### src/rtl/pipeline_stall_flush_controller_if.sv
// Hazard inputs, per-stage hold/bubble controls and performance counters shared
// between the pipeline and its stall/flush controller.
interface pipeline_stall_flush_controller_if #(
    parameter int CNT_W = 32
);
    logic             load_use_hazard;
    logic             branch_taken_EX;
    logic             imem_busy;
    logic             dmem_busy;
    logic             pc_stall;
    logic             if_id_stall;
    logic             if_id_flush;
    logic             id_ex_stall;
    logic             id_ex_flush;
    logic             ex_mem_stall;
    logic             mem_wb_stall;
    logic             halted;
    logic [CNT_W-1:0] cnt_load_stall;
    logic [CNT_W-1:0] cnt_mem_wait;
    logic [CNT_W-1:0] cnt_flush;

    modport master (
        output load_use_hazard, branch_taken_EX, imem_busy, dmem_busy,
        input  pc_stall, if_id_stall, if_id_flush, id_ex_stall, id_ex_flush,
        input  ex_mem_stall, mem_wb_stall, halted,
        input  cnt_load_stall, cnt_mem_wait, cnt_flush
    );

    modport slave (
        input  load_use_hazard, branch_taken_EX, imem_busy, dmem_busy,
        output pc_stall, if_id_stall, if_id_flush, id_ex_stall, id_ex_flush,
        output ex_mem_stall, mem_wb_stall, halted,
        output cnt_load_stall, cnt_mem_wait, cnt_flush
    );
endinterface

### src/rtl/pipeline_stall_flush_controller.sv
// Stall/flush sequencer for the 5-stage pipe with a dmem-busy timeout watchdog.
// Define PIPE_CTRL_PERF_CNT_EN to build the saturating performance counters.
//
//   state      | meaning
//   RUN        | normal flow, hazards evaluated by priority
//   LOAD_STALL | one load-use bubble issued, hazard flag ignored this cycle
//   MEM_WAIT   | pipe frozen on dmem_busy, wait counter running
//   HALT       | watchdog expired, pipe frozen until reset
module pipeline_stall_flush_controller #(
    parameter int MEM_TIMEOUT = 256,
    parameter int CNT_W       = 32
) (
    input logic                             CLK,
    input logic                             RESET,
    pipeline_stall_flush_controller_if.slave ctrl
);
    localparam int WAIT_W = (MEM_TIMEOUT > 2) ? $clog2(MEM_TIMEOUT) : 1;

    typedef enum logic [1:0] {RUN, LOAD_STALL, MEM_WAIT, HALT} state_t;

    state_t            state;
    state_t            state_next;
    logic [WAIT_W-1:0] wait_cnt;
    logic              halt_now;
    logic              freeze;
    logic              do_flush;
    logic              do_bubble;
    logic              do_imem;
    logic              if_id_flush_raw;
    logic              id_ex_flush_raw;

    assign halt_now = (state == HALT);

    always_comb begin
        freeze     = 1'b0;
        do_flush   = 1'b0;
        do_bubble  = 1'b0;
        do_imem    = 1'b0;
        state_next = RUN;
        if (halt_now) begin
            state_next = HALT;
        end else if (ctrl.dmem_busy) begin
            freeze     = 1'b1;
            state_next = (wait_cnt == WAIT_W'(MEM_TIMEOUT - 1)) ? HALT : MEM_WAIT;
        end else if (ctrl.branch_taken_EX) begin
            do_flush = 1'b1;
        end else if (ctrl.load_use_hazard && state != LOAD_STALL) begin
            do_bubble  = 1'b1;
            state_next = LOAD_STALL;
        end else if (ctrl.imem_busy) begin
            do_imem = 1'b1;
        end
    end

    // A flush on a register always overrides a hold on the same register.
    assign if_id_flush_raw   = do_flush | do_imem;
    assign id_ex_flush_raw   = do_flush | do_bubble;
    assign ctrl.pc_stall     = RESET & (halt_now | freeze | do_bubble | do_imem);
    assign ctrl.if_id_stall  = RESET & (halt_now | freeze | do_bubble) & ~if_id_flush_raw;
    assign ctrl.if_id_flush  = RESET & if_id_flush_raw;
    assign ctrl.id_ex_stall  = RESET & (halt_now | freeze) & ~id_ex_flush_raw;
    assign ctrl.id_ex_flush  = RESET & id_ex_flush_raw;
    assign ctrl.ex_mem_stall = RESET & (halt_now | freeze);
    assign ctrl.mem_wb_stall = RESET & (halt_now | freeze);
    assign ctrl.halted       = halt_now;

    always_ff @(posedge CLK) begin
        if (!RESET) begin
            state    <= RUN;
            wait_cnt <= '0;
        end else begin
            state    <= state_next;
            wait_cnt <= freeze ? wait_cnt + WAIT_W'(1) : '0;
        end
    end

`ifdef PIPE_CTRL_PERF_CNT_EN
    logic [CNT_W-1:0] cnt_load;
    logic [CNT_W-1:0] cnt_mem;
    logic [CNT_W-1:0] cnt_fl;

    always_ff @(posedge CLK) begin
        if (!RESET) begin
            cnt_load <= '0;
            cnt_mem  <= '0;
            cnt_fl   <= '0;
        end else begin
            if (do_bubble && cnt_load != '1) cnt_load <= cnt_load + CNT_W'(1);
            if (freeze && cnt_mem != '1)     cnt_mem  <= cnt_mem + CNT_W'(1);
            if (do_flush && cnt_fl != '1)    cnt_fl   <= cnt_fl + CNT_W'(1);
        end
    end

    assign ctrl.cnt_load_stall = cnt_load;
    assign ctrl.cnt_mem_wait   = cnt_mem;
    assign ctrl.cnt_flush      = cnt_fl;
`else
    assign ctrl.cnt_load_stall = '0;
    assign ctrl.cnt_mem_wait   = '0;
    assign ctrl.cnt_flush      = '0;
`endif
endmodule
### src/flat_wrapper.sv
// flat-port wrapper written by rule: the top's interface ports become plain ports
module pipeline_stall_flush_controller_flat 
#(
    parameter int MEM_TIMEOUT = 256,
    parameter int CNT_W       = 32
)
  (CLK, RESET, ctrl_load_use_hazard, ctrl_branch_taken_EX, ctrl_imem_busy, ctrl_dmem_busy, ctrl_pc_stall, ctrl_if_id_stall, ctrl_if_id_flush, ctrl_id_ex_stall, ctrl_id_ex_flush, ctrl_ex_mem_stall, ctrl_mem_wb_stall, ctrl_halted, ctrl_cnt_load_stall, ctrl_cnt_mem_wait, ctrl_cnt_flush);
  pipeline_stall_flush_controller_if #(.CNT_W(CNT_W)) ctrl_i ();
  input logic CLK;
  input logic RESET;
  input wire logic [$bits(ctrl_i.load_use_hazard)-1:0] ctrl_load_use_hazard;
  input wire logic [$bits(ctrl_i.branch_taken_EX)-1:0] ctrl_branch_taken_EX;
  input wire logic [$bits(ctrl_i.imem_busy)-1:0] ctrl_imem_busy;
  input wire logic [$bits(ctrl_i.dmem_busy)-1:0] ctrl_dmem_busy;
  output wire logic [$bits(ctrl_i.pc_stall)-1:0] ctrl_pc_stall;
  output wire logic [$bits(ctrl_i.if_id_stall)-1:0] ctrl_if_id_stall;
  output wire logic [$bits(ctrl_i.if_id_flush)-1:0] ctrl_if_id_flush;
  output wire logic [$bits(ctrl_i.id_ex_stall)-1:0] ctrl_id_ex_stall;
  output wire logic [$bits(ctrl_i.id_ex_flush)-1:0] ctrl_id_ex_flush;
  output wire logic [$bits(ctrl_i.ex_mem_stall)-1:0] ctrl_ex_mem_stall;
  output wire logic [$bits(ctrl_i.mem_wb_stall)-1:0] ctrl_mem_wb_stall;
  output wire logic [$bits(ctrl_i.halted)-1:0] ctrl_halted;
  output wire logic [$bits(ctrl_i.cnt_load_stall)-1:0] ctrl_cnt_load_stall;
  output wire logic [$bits(ctrl_i.cnt_mem_wait)-1:0] ctrl_cnt_mem_wait;
  output wire logic [$bits(ctrl_i.cnt_flush)-1:0] ctrl_cnt_flush;
  assign ctrl_i.load_use_hazard = ctrl_load_use_hazard;
  assign ctrl_i.branch_taken_EX = ctrl_branch_taken_EX;
  assign ctrl_i.imem_busy = ctrl_imem_busy;
  assign ctrl_i.dmem_busy = ctrl_dmem_busy;
  assign ctrl_pc_stall = ctrl_i.pc_stall;
  assign ctrl_if_id_stall = ctrl_i.if_id_stall;
  assign ctrl_if_id_flush = ctrl_i.if_id_flush;
  assign ctrl_id_ex_stall = ctrl_i.id_ex_stall;
  assign ctrl_id_ex_flush = ctrl_i.id_ex_flush;
  assign ctrl_ex_mem_stall = ctrl_i.ex_mem_stall;
  assign ctrl_mem_wb_stall = ctrl_i.mem_wb_stall;
  assign ctrl_halted = ctrl_i.halted;
  assign ctrl_cnt_load_stall = ctrl_i.cnt_load_stall;
  assign ctrl_cnt_mem_wait = ctrl_i.cnt_mem_wait;
  assign ctrl_cnt_flush = ctrl_i.cnt_flush;
  pipeline_stall_flush_controller #(.MEM_TIMEOUT(MEM_TIMEOUT), .CNT_W(CNT_W)) u_core (.CLK(CLK), .RESET(RESET), .ctrl(ctrl_i));
endmodule
### config.mk
export PLATFORM = sky130hd
export DESIGN_NAME = pipeline_stall_flush_controller_flat
export DESIGN_NICKNAME = d
export VERILOG_FILES = /design/src/rtl/pipeline_stall_flush_controller_if.sv /design/src/rtl/pipeline_stall_flush_controller.sv /design/src/flat_wrapper.sv
export SDC_FILE = /design/constraint.sdc
export NUM_CORES = 1
export LEC_CHECK = 0
export CAP_MARGIN = 10
export CORE_UTILIZATION = 34
export DETAILED_ROUTE_END_ITERATION = 12
export PLACE_DENSITY = 0.95
export RECOVER_POWER = 25
export SYNTH_ARGS = -nofsm -noshare
export SYNTH_HDL_FRONTEND = slang
export SYNTH_SLANG_ARGS = --single-unit
### constraint.sdc
create_clock -name CLK -period 1.7 [get_ports CLK]
set_input_delay 0.34 -clock CLK [delete_from_list [all_inputs] [get_ports CLK]]
set_output_delay 0.34 -clock CLK [all_outputs]
set_load 0.05 [all_outputs]
Word level (Yosys, flattened, before mapping)
Index checks and enable logic that the tools add are counted.
{"block": "word_totals", "ff_bits": 10, "inputBits": 6, "out_inout_bits": 104}
{"block": "classes", "muxes": 19, "n_reduce_logical": 2, "bitwise": 14, "n_addsub": 1, "eq_ne": 3}
{"op": "two-way mux 1 bit", "n": 16}
{"op": "adder 8 x 1 -> 8 bit, second input constant", "n": 1}
{"op": "== test 8 bit, second input constant", "n": 1}
{"op": "AND 1 bit", "n": 7}
{"op": "two-way mux 2 bit", "n": 3}
{"op": "bitwise OR 1 bit", "n": 5}
{"op": "== test 2 bit, second input constant", "n": 1}
{"op": "inequality test 2 x 1 -> 1 bit, second input constant", "n": 1}
{"op": "inverter 1 bit", "n": 2}
{"op": "AND reduction 2 bit", "n": 1}
{"op": "logical AND 1 bit", "n": 1}

Logic depth before layout (Yosys ltp)
Gate-level depths: netlist of run 1.
{"block": "logic_depth", "depth_word": 9, "depth_mapped": 4, "ltp_nobuf": 4}

Worst setup path before layout of run 1
OpenSTA, ideal clock, no wires.
{"block": "synth_timing", "path_type": "input -> output", "startpoint": "input port ctrl_branch_taken_EX", "endpoint": "output port ctrl_id_ex_flush", "path_slack_ns": -0.313, "path_stages": 3, "n_path_buf": 0, "arrival_time_ns": 1.673, "path_cell_list": "inv_1 -> o22ai_1 -> nor3b_1"}
{"block": "synth_via", "elab_chain_cells": 5, "word_cells_on_any_way": 8}
{"item": "from (decl)", "line_no": "flat_wrapper.sv:12", "source": "input wire logic [$bits(ctrl_i.branch_taken_EX)-1:0] ctrl_branch_taken_EX;"}
{"item": "two-way mux 1 bit", "line_no": "pipeline_stall_flush_controller.sv:45", "source": "end else if (ctrl.branch_taken_EX) begin"}
{"item": "two-way mux 1 bit", "line_no": "pipeline_stall_flush_controller.sv:42", "source": "end else if (ctrl.dmem_busy) begin"}
{"item": "two-way mux 1 bit", "line_no": "pipeline_stall_flush_controller.sv:40", "source": "if (halt_now) begin"}
{"item": "bitwise OR 1 bit (*)", "line_no": "pipeline_stall_flush_controller.sv:57", "source": "assign id_ex_flush_raw = do_flush | do_bubble;"}
{"item": "AND 1 bit (*)", "line_no": "pipeline_stall_flush_controller.sv:62", "source": "assign ctrl.id_ex_flush = RESET & id_ex_flush_raw;"}
{"item": "to (decl)", "line_no": "flat_wrapper.sv:19", "source": "output wire logic [$bits(ctrl_i.id_ex_flush)-1:0] ctrl_id_ex_flush;"}
Mark *: on every way between the ends. The rest lies on a longest branch, timed or not.

Final worst setup path of run 1
{"block": "layout_timing", "startpoint": "input port ctrl_branch_taken_EX", "endpoint": "output port ctrl_if_id_stall"}
{"block": "layout_via", "elab_chain_cells": 6, "word_cells_on_any_way": 14}
{"item": "two-way mux 1 bit", "line_no": "pipeline_stall_flush_controller.sv:45"}
{"item": "two-way mux 1 bit", "line_no": "pipeline_stall_flush_controller.sv:42"}
{"item": "two-way mux 1 bit", "line_no": "pipeline_stall_flush_controller.sv:40"}
{"item": "bitwise OR 1 bit, on equally long branches", "line_no": "pipeline_stall_flush_controller.sv:59, pipeline_stall_flush_controller.sv:56"}
{"item": "AND 1 bit / inverter 1 bit (equally long branches)", "line_no": "pipeline_stall_flush_controller.sv:59", "source": "assign ctrl.if_id_stall = RESET & (halt_now | freeze | do_bubble) & ~if_id_flush_raw;"}
{"item": "AND 1 bit (*)", "line_no": "pipeline_stall_flush_controller.sv:59"}
{"item": "to (decl)", "line_no": "flat_wrapper.sv:16", "source": "output wire logic [$bits(ctrl_i.if_id_stall)-1:0] ctrl_if_id_stall;"}
Marks and branches as above.

==> impl_metrics.csv, run 1 <==
group,metric,value,unit
synth,yosys_warnings,0,
sta,setup_violations,0,
synth,synth_area,1230,um^2
sta,final.min_clock_period,1.66,ns
final_layout,utilization,34.4,%
sta,period_share,97.8,%
global_route,grt_antenna_before_repair,0,
clocking,cts_inserted_buffers,3,
outcome,status,"completed",
detailed_routing,vias,755,
min_path,holdPathStages,3,
clocking,clock_path_buffers,2,
critical_path,endpoint_kind,"primary output",
synth,ys_ff_latch,10,
floorplanning,die_area,3850,um^2
detailed_routing,routed.top_layer,"met4",
sta,drv_slew,0,
placement,hpwl,1.37,mm
detailed_routing,wl_met2,885,um
synth,async_flop_share,0,%
floorplanning,die_w,62.1,um
min_path,min_to,"u_core.state[1]$_SDFF_PN0_",
min_path,hold_class,"input pin to register",
pwr,p_total,0.998,mW
sta,rsz0062_at_grt,"true",
final_layout,final_layout_size_suffix_gt1_share,12.4,%
placement,place_congestion,0.747,
critical_path,worstRegToRegCells,3,
synth,synth_top_area_share,59.3,%
critical_path,worst_r2r_startpoint,"u_core.state[0]$_SDFF_PN0_",
detailed_routing,wl_per_cell,7.43,um
floorplanning,rows,21,
synth,synth-main-ff-cell,"dfxtp_1",
clocking,cts.reportedPaths.clkPinSlew,0.06,ns
critical_path,required,1.36,ns
global_route,grt_pass1_wl,2.24,mm
min_path,hold_path_startpoint,"RESET",
synth,yosysTopAreaCell,"buf_4",
global_route,grt_usage,8.25,%
detailed_routing,routed_wl,1.66,mm
placement,place_ws,-0.339,ns
critical_path,rrSetupSlack,0.50,ns
clocking,clock-sinks,10,
detailed_routing,drc,0,
critical_path,r2r-end,"u_core.state[0]$_SDFF_PN0_",
critical_path,arrival,1.32,ns
final_layout,antenna_cells,0,
critical_path,startpoint,"ctrl_branch_taken_EX",
sta,hold_viol,0,
global_route,grt_pass1_vias,570,
detailed_routing,dr.pass1.iters,4,
synth,synth.avg_cell_area,7.62,um^2
synth,synthCells,161,
clocking,cts_tree,"built",
clocking,post_cts_buffers,0,
critical_path,worstSetupPathType,"input pin to primary output",
floorplanning,core_area,3390,um^2
detailed_routing,wl_met1,564,um
floorplanning,initial_core_util,36.2,%
critical_path,startpoint_type,"input pin",
placement,io_buffers,13,
sta,setup_ws,0.0380,ns
final_layout,final_nets,187,
job,cap_violations,0,
synth,synth_area_leaders,"buf_4 59%, dfxtp_1 16%, a21oi_1 2.4%",
clocking,cts_root_buf,"clkbuf_4",
synth,synth_edf_count,0,
final_layout,final_cells,224,
clocking,clk_latency,0.27,ns
clocking,htree_levels,1,
placement,dp_cells,221,
global_route,grt.overflow.total,0,
floorplanning,ios,110,
detailed_routing,drtAntennaViolNets,0,
floorplanning,die_h,62.1,um
detailed_routing,drt-initial-drc-count,11,
pwr,vdd_drop_max,0.237,mV
final_layout,syn_to_final_growth,-4.99,%
synth,ys_types,26,
pwr,leakage,0.638,nW
synth,ys_seq_area_share,16.3,%
critical_path,path_max_fanout,3,
detailed_routing,viasPerCell,3.37,
detailed_routing,wl_met3,176,um
pwr,powerDensity,856,nW/um^2
sta,clock_skew,0.00595,ns
global_route,grt_max_degree,8,
clocking,cts_hold_buf,0,
sta,fmaxAchievable,602,MHz
worst max-delay path by stage:
stage	slack [ns]	cells after the start	to
global placement	-0.30	4	ctrl_if_id_stall
global route	-0.009	4	ctrl_pc_stall
finish	0.04	4	ctrl_if_id_stall
CTS	0.02	3	ctrl_if_id_stall
floorplan	-0.14	2	ctrl_if_id_stall
detailed placement	-0.34	4	ctrl_if_id_stall
timing repair:
action,4_1_cts,5_1_grt
gates resized for setup,10,2
setup endpoints to repair,4,4
pin swaps,3,1
cells by family after synthesis:
| logic type | share of synthesized area [%] |
|---|---|
| multiplexers | 0.816 |
| flip-flops | 16.3 |
| AO/OA/AOI/OAI | 5.10 |
| other | 0.306 |
| buffers and inverters | 60.6 |
| AND/OR/NAND/NOR | 13.8 |
| XOR/XNOR | 2.14 |
| adder cells (fa/ha/maj) | 1.02 |
report_power, final:
part	switching, mW	internal, mW	leakage, nW
clock	0.0785	0.0817	0.0138
sequential	0.00585	0.239	0.0817
combinational	0.536	0.0568	0.543
total	0.621	0.377	0.638
state kept, by name, summed over array words and instances, names as in the netlist:
register         count
u_core.state         2
u_core.wait_cnt      8
area by class of cell:
cell class	count	area [um^2]
tap	46	57.6
sequential	10	201
timing repair buffer	16	194
clock buffer	3	22.5
multi-input combinational	145	676
fill	356	2220
inverter	4	15.0
cells in the mapped netlist (all sizes together) (2+ instances only):
master,count
xor2,2
dfxtp,10
nand3,6
nand2,5
a21oi,6
nor2,8
inv,4
and3,2
or3,2
o21ai,4
buf,97
layer usage:
metal,vias up,global-route usage [%]
met3,4,1.86
met2,66,14.4
met1,332,7.74
met5,-,0
li1,353,-
met4,0,8.25
critical path, cell delays in order:
cell and delay [ns]:
dlygate4sd2_1 0.26, or3b_4 0.42, a21oi_4 0.15, buf_12 0.15
cell usage in the layout (no fill, tap or decap), drive strengths merged, types with 2 or more instances in the layout:
cell and n:
dfxtp 10, clkbuf 3, xor2 2, nand3 6
dlygate4sd2 3, o21ai 4, or3 2, and3 2
inv 4, conb 96, nand2 5, nor2 8
buf 11, a21oi 6
per-stage QoR:
step | hold slack [ns] | instance area (um^2) | setup TNS, ns
after floorplan | 0.441 | 1600 | -0.137
after global placement | 0.459 | 1120 | -0.512
after detailed placement | 0.484 | 1120 | -0.674
after CTS | 0.499 | 1160 | 0
after global routing | 0.476 | 1170 | -0.00936
final | 0.439 | 1170 | 0
(Power assumes the default switching activity.)
==> run 2: changes to the inputs <==
- CTS_CLUSTER_DIAMETER: default -> 120
==> results of run 2 <==
Same layout as run 1: the final DEF is identical, and so are final timing and power.
